===== src/rtl/jpeg_pkg.sv =====
// jpeg_pkg: shared channel encodings, MCU block count and scheduler state type
package jpeg_pkg;
  localparam logic [1:0] CH_Y = 2'd0, CH_CB = 2'd1, CH_CR = 2'd2;
  localparam int BLOCKS_PER_MCU = 6;
  typedef enum logic [1:0] {IDLE, RUN, DRAIN, DONE} sched_state_e;
  function automatic logic [1:0] ch_of(input logic [2:0] idx);
    return idx < 3'd4 ? CH_Y : idx == 3'd4 ? CH_CB : CH_CR;
  endfunction
endpackage


===== src/rtl/mcu_pos_counter.sv =====
// mcu_pos_counter: MCU raster position (x, y) within a width x height frame
module mcu_pos_counter #(
  parameter int DIM_W = 12
) (
  input  logic             clk,
  input  logic             rst,
  input  logic             clear,
  input  logic             step,
  input  logic [DIM_W-1:0] width,
  input  logic [DIM_W-1:0] height,
  output logic [DIM_W-1:0] x,
  output logic [DIM_W-1:0] y,
  output logic             last
);
  logic x_end;
  assign x_end = x == width - 1'b1;
  assign last = x_end && y == height - 1'b1;
  always_ff @(posedge clk or negedge rst)
    if (!rst) begin
      x <= '0;
      y <= '0;
    end else if (clear) begin
      x <= '0;
      y <= '0;
    end else if (step) begin
      x <= x_end ? '0 : x + 1'b1;
      y <= last ? '0 : x_end ? y + 1'b1 : y;
    end
endmodule


===== src/rtl/jpeg_mcu_scheduler.sv =====
// jpeg_mcu_scheduler: walks a 4:2:0 frame in MCU order, issues block channels,
// bounds MCUs in flight with credits and tags retired RGB blocks with coordinates
module jpeg_mcu_scheduler
  import jpeg_pkg::*;
#(
  parameter int DIM_W    = 12,
  parameter int CREDITS  = 2,
  parameter int Y_BLOCKS = 4
) (
  input  logic             clk,
  input  logic             rst,
  input  logic             start,
  input  logic             abort,
  input  logic [DIM_W-1:0] width_mcus,
  input  logic [DIM_W-1:0] height_mcus,
  input  logic             blk_done,
  input  logic             rgb_valid,
  output logic             dec_en,
  output logic [1:0]       ch_sel,
  output logic [DIM_W-1:0] out_mcu_x,
  output logic [DIM_W-1:0] out_mcu_y,
  output logic [1:0]       out_sub,
  output logic             busy,
  output logic             frame_done,
  output logic             err
);
  localparam int OW = $clog2(CREDITS + 1);
  localparam logic [OW-1:0] CRED = OW'(CREDITS);
  localparam logic [2:0] LAST_BLK = 3'(BLOCKS_PER_MCU - 1);
  localparam logic [1:0] LAST_SUB = 2'(Y_BLOCKS - 1);

  sched_state_e     state;
  logic [2:0]       blk_idx;
  logic [OW-1:0]    outstanding;
  logic [DIM_W-1:0] width, height, in_x, in_y;
  logic             in_last, out_last;
  logic             dims_ok, clear, blk_ok, issue, final_blk, rgb_ok, retire;

  assign dims_ok = |width_mcus && |height_mcus;
  assign clear = abort || (state == IDLE && start && dims_ok);
  // The credit guard also covers the cycle where registered dec_en still lags a full count
  assign blk_ok = blk_done && dec_en && state == RUN && outstanding < CRED;
  assign issue = blk_ok && blk_idx == LAST_BLK;
  assign final_blk = issue && in_last;
  assign rgb_ok = rgb_valid && outstanding != '0;
  assign retire = rgb_ok && out_sub == LAST_SUB;

  mcu_pos_counter #(.DIM_W(DIM_W)) u_in_pos (
    .clk(clk), .rst(rst), .clear(clear), .step(issue), .width(width), .height(height),
    .x(in_x), .y(in_y), .last(in_last)
  );

  mcu_pos_counter #(.DIM_W(DIM_W)) u_out_pos (
    .clk(clk), .rst(rst), .clear(clear), .step(retire), .width(width), .height(height),
    .x(out_mcu_x), .y(out_mcu_y), .last(out_last)
  );

  always_ff @(posedge clk or negedge rst)
    if (!rst) begin
      state       <= IDLE;
      blk_idx     <= '0;
      outstanding <= '0;
      width       <= '0;
      height      <= '0;
      dec_en      <= 1'b0;
      ch_sel      <= CH_Y;
      out_sub     <= '0;
      busy        <= 1'b0;
      frame_done  <= 1'b0;
      err         <= 1'b0;
    end else if (abort) begin
      state       <= IDLE;
      blk_idx     <= '0;
      outstanding <= '0;
      dec_en      <= 1'b0;
      ch_sel      <= CH_Y;
      out_sub     <= '0;
      busy        <= 1'b0;
      frame_done  <= 1'b0;
      err         <= 1'b0;
    end else begin
      if (state == IDLE && start) err <= !dims_ok;
      else if ((blk_done && !blk_ok) || (rgb_valid && !rgb_ok)) err <= 1'b1;
      outstanding <= outstanding + OW'(issue) - OW'(retire);
      if (blk_ok) begin
        blk_idx <= issue ? '0 : blk_idx + 1'b1;
        ch_sel  <= ch_of(issue ? 3'd0 : blk_idx + 1'b1);
      end
      if (rgb_ok) out_sub <= retire ? '0 : out_sub + 1'b1;
      dec_en     <= state == RUN && !final_blk && outstanding < CRED;
      frame_done <= 1'b0;
      case (state)
        IDLE: if (start && dims_ok) begin
          state  <= RUN;
          busy   <= 1'b1;
          width  <= width_mcus;
          height <= height_mcus;
        end
        RUN:  if (final_blk) state <= DRAIN;
        DRAIN: if (outstanding == '0) begin
          state      <= DONE;
          busy       <= 1'b0;
          frame_done <= 1'b1;
        end
        default: state <= IDLE;
      endcase
    end
endmodule


===== config.mk =====
export PLATFORM = sky130hd
export DESIGN_NAME = jpeg_mcu_scheduler
export DESIGN_NICKNAME = d
export VERILOG_FILES = /design/src/rtl/jpeg_pkg.sv /design/src/rtl/mcu_pos_counter.sv /design/src/rtl/jpeg_mcu_scheduler.sv
export SDC_FILE = /design/constraint.sdc
export NUM_CORES = 1
export LEC_CHECK = 0
export BUFFER_PORTS_ARGS = -buffer_cell sky130_fd_sc_hd__buf_2
export CAP_MARGIN = 20
export CORE_UTILIZATION = 61
export CTS_BUF_LIST = sky130_fd_sc_hd__clkbuf_4 sky130_fd_sc_hd__clkbuf_8
export DETAILED_ROUTE_END_ITERATION = 12
export PLACE_DENSITY = 0.82
export REMOVE_ABC_BUFFERS = 1
export SLEW_MARGIN = 40
export SYNTH_ARGS = -nofsm -noshare
export SYNTH_HDL_FRONTEND = slang
export SYNTH_SLANG_ARGS = --single-unit
export TNS_END_PERCENT = 50

===== constraint.sdc =====
create_clock -name clk -period 4 [get_ports clk]
set_input_delay 0.6 -clock clk [delete_from_list [all_inputs] [get_ports clk]]
set_output_delay 0.6 -clock clk [all_outputs]
set_load 0.01 [all_outputs]

==> run metrics <==
status=finished clean; CP startpoint kind=flip-flop; # Max-Cap Violations=0; sequential power share=0.410; fin. max-slew vios=0; post_cts resized=0; Die Ht=between 90 and 100 um; delay of the slowest critical-path stage=~0.50 ns; DR vias/cell=around 6.2; TritonCTS Buffers=9; Crit path required time=between 4 and 5 ns; Comb pwr share=0.381; adder-cell area share of the yosys netlist=0.0308; fin nets=about 690; worst-margin pin slew=about 0.7 ns; Switching Fraction=0.382; Placer Congestion=0.960; Post-synth ARST share=1.00; Post-CTS Repair Setup Buffers=0; clock network fraction of total power=0.209; Main synth FF type=dfrtp_1; Register Area=between 2000 and 2500 um^2; Layout Utilization=0.707; top sig layer=met4; overflow left after global routing=0; largest net degree at the start of global routing=75; post-synthesis compound-gate area fraction=0.131; total of warnings raised by yosys=0; Antenna diodes=0; CTS hold repair buffers=0; Post-Syn Area=roughly 5700 um^2; Power Internal=roughly 0.0020 W; worst clock skew=between 0.01 and 0.015 ns; slowest stage cell, crit path=or4b_4; DP Area=a little over 6000 um^2; Worst-Skew Late Latency=around 0.36 ns; Post-Synth XOR/XNOR Area=0.137; post-synth top area share=0.383; first-pass GRT wire length=roughly 22,000 um; fraction of layout cells with a size suffix above 1=0.190; I/O Buffers=61; vias in the first global route=roughly 4,500; via count=around 4,700; final hold slack=roughly 0.25 ns; largest family of logic cells by synthesized area=simple AND/OR/NAND/NOR gates; count leader, synth=dfrtp_1; mux contribution to synthesized area=0.0570; DP Wirelength=9560 um; DR WL met2=~6000 um; crit path DAT=about 4 ns; fmax=between 0.2 and 0.3 GHz; DRT antenna net count=0; Setup TNS Final=0 ns; I/O pins=62; Place WS=0.434 ns; wire length per cell=approximately 17 um; register area share after synthesis=0.383; DRT Pass-1 Iters=5; core area=between 8000 and 9000 um^2; count of cell types in the netlist=between 60 and 70; Mean Syn Cell Area=between 9 and 10 um^2; DR iter-0 viols=slightly below 300; Peak VDD IR=~0.30 mV; number of flops mapped to enable cells by yosys=0; M1 WL=approximately 5900 um; Leak Pwr=between 2 and 3 nW; TritonCTS clock tree=done; post-route minimum period=around 3.7 ns; critical path class=reg2reg; clock sinks=87; Initial Util=0.640; Simple-Gate Fraction of Synth Area=0.227; final worst-path setup slack=~0.34 ns; Clock Pin Slew Worst Setup and Hold Paths=~0.09 ns; area of the multi-input gates=between 3000 and 4000 um^2; R2R Setup Slk=0.34 ns; design area=6280 um^2; cell taking the most area after synthesis=dfrtp_1; Commonest cells post-synth=dfrtp_1 (87), nor2_1 (56), xnor2_1 (43); Routed WL=around 13,000 um; Slew headroom=0.524; Total GRT Usage=0.283; register bit total from synthesis=87; P_sw=roughly 0.0012 W; post-synthesis to final-layout area growth=10.5%; Final Setup Violations=0; crit-path max FO=12; metal3 WL=750 um; final hold vios=0; DRC violations left=0; Die X=98.6 um; H-tree Lvls=3; Clock Path Buffers=2; Row Count=34; CP Launch Point=width[0]; crit end category=flip-flop; top cells by area, synth=dfrtp_1 (38%), xnor2_1 (6.6%), xor2_1 (5.1%); Post-Syn Instances=592; crit-path cells=inv_1 -> ha_1 -> or3b_1 -> nor3_1 -> o32a_1 -> o21ai_1 -> or4b_4 -> or3_4 -> nor3_4 -> mux2_2; Reg2Reg Launch Point=width[0]; crit share post-route=0.916; RSZ-0062 raised after global routing=false; initial antenna violation count=0; Hold WC Path Type=in2async; P per Cell Area=between 500 and 600 nW/um^2; die area=9720 um^2; Root Buffer=clkbuf_8; # fillers=approximately 670
-- per-stage QoR --
stage | power [W] | std cells
2_1_floorplan | 0.00224 | 561
5_1_grt | 0.00347 | 754
3_5_place_dp | 0.00259 | 739
6_report | 0.00328 | 754
4_1_cts | 0.00327 | 754
3_3_place_gp | 0.00253 | 739
-- kinds of logic after synthesis --
| family | after synthesis |
|---|---|
| simple gates | 221 |
| compound gates | 111 |
| flops | 87 |
| xor+xnor | 81 |
| buf+inv | 49 |
| mux | 29 |
| fa+ha+maj | 14 |
-- power groups by stage --
stage                     Clock [W]  Combinational, W  Sequential, W
after floorplan                   0          0.000966        0.00128
after global placement            0           0.00121        0.00133
after detailed placement          0           0.00124        0.00135
after CTS                  0.000691           0.00125        0.00133
after global routing       0.000727           0.00137        0.00138
final                      0.000685           0.00125        0.00134
-- critical path: cells and delay by family (launching register included) --
family / cells / cell delay (ns)
muxes: 1 / 0.24
and+or+nand+nor: 5 / 2.24
DFF: 1 / 0.49
AOI/OAI and AO/OA: 2 / 0.29
adders and majority gates: 1 / 0.25
buffers and inverters: 1 / 0.10
-- path summary, 6_finish.rpt --
kind / cells past startpoint / end
max in group asynchronous: 2 / ch_sel[1]
min reg2reg: 2 / ch_sel[0]
max: 10 / u_out_pos.y[0]
min: 1 / u_out_pos.y[2]
max reg2reg: 10 / u_out_pos.y[0]
min in group clk: 2 / width[11]
-- registers in the layout, indices dropped and copies added, names as in the netlist, 2 cells and up --
name and flops:
u_out_pos.y 12, blk_idx 3, u_in_pos.y 12, out_sub 2
u_in_pos.x 12, state 2, width 12, height 12
ch_sel 2, u_out_pos.x 12, outstanding 2
-- layout make-up --
type	instances	area share
Inverter	18	0.0108
Multi-Input combinational cell	456	0.527
Clock buffer	10	0.0209
Tap cell	108	0.0215
Timing Repair Buffer	70	0.0603
Sequential cell	87	0.346
Clock inverter	5	0.0129
-- placed cells by master, fill, tap and decap left out, types with 3 or more instances in the layout --
cell and count:
or3_1 4, mux2_2 25, or4_1 6, ha_1 14, buf_4 9, nand3_1 19
o21ai_1 8, inv_1 18, buf_2 60, o21ai_0 22, xnor3_1 5, nor3b_1 9
a31oi_1 3, o31ai_1 5, and3_1 18, dfrtp_1 87, o2111ai_1 4, or3b_1 8
a21oi_1 28, a22o_1 16, nor2b_1 16, nor4_1 12, nand2b_1 6, xor2_1 33
nand4_1 8, clkbuf_8 9, nor3_1 15, o211ai_1 5, nand2_1 22, xnor2_1 43
nor2_1 56
-- per-layer routing --
| metal | GRT usage | vias up |
|---|---|---|
| met5 | 0 | - |
| met4 | 0.117 | 0 |
| met3 | 0.0418 | 22 |
| met2 | 0.453 | 168 |
| met1 | 0.390 | 2265 |
| li1 | - | 2233 |
(Power assumes the default switching activity.)
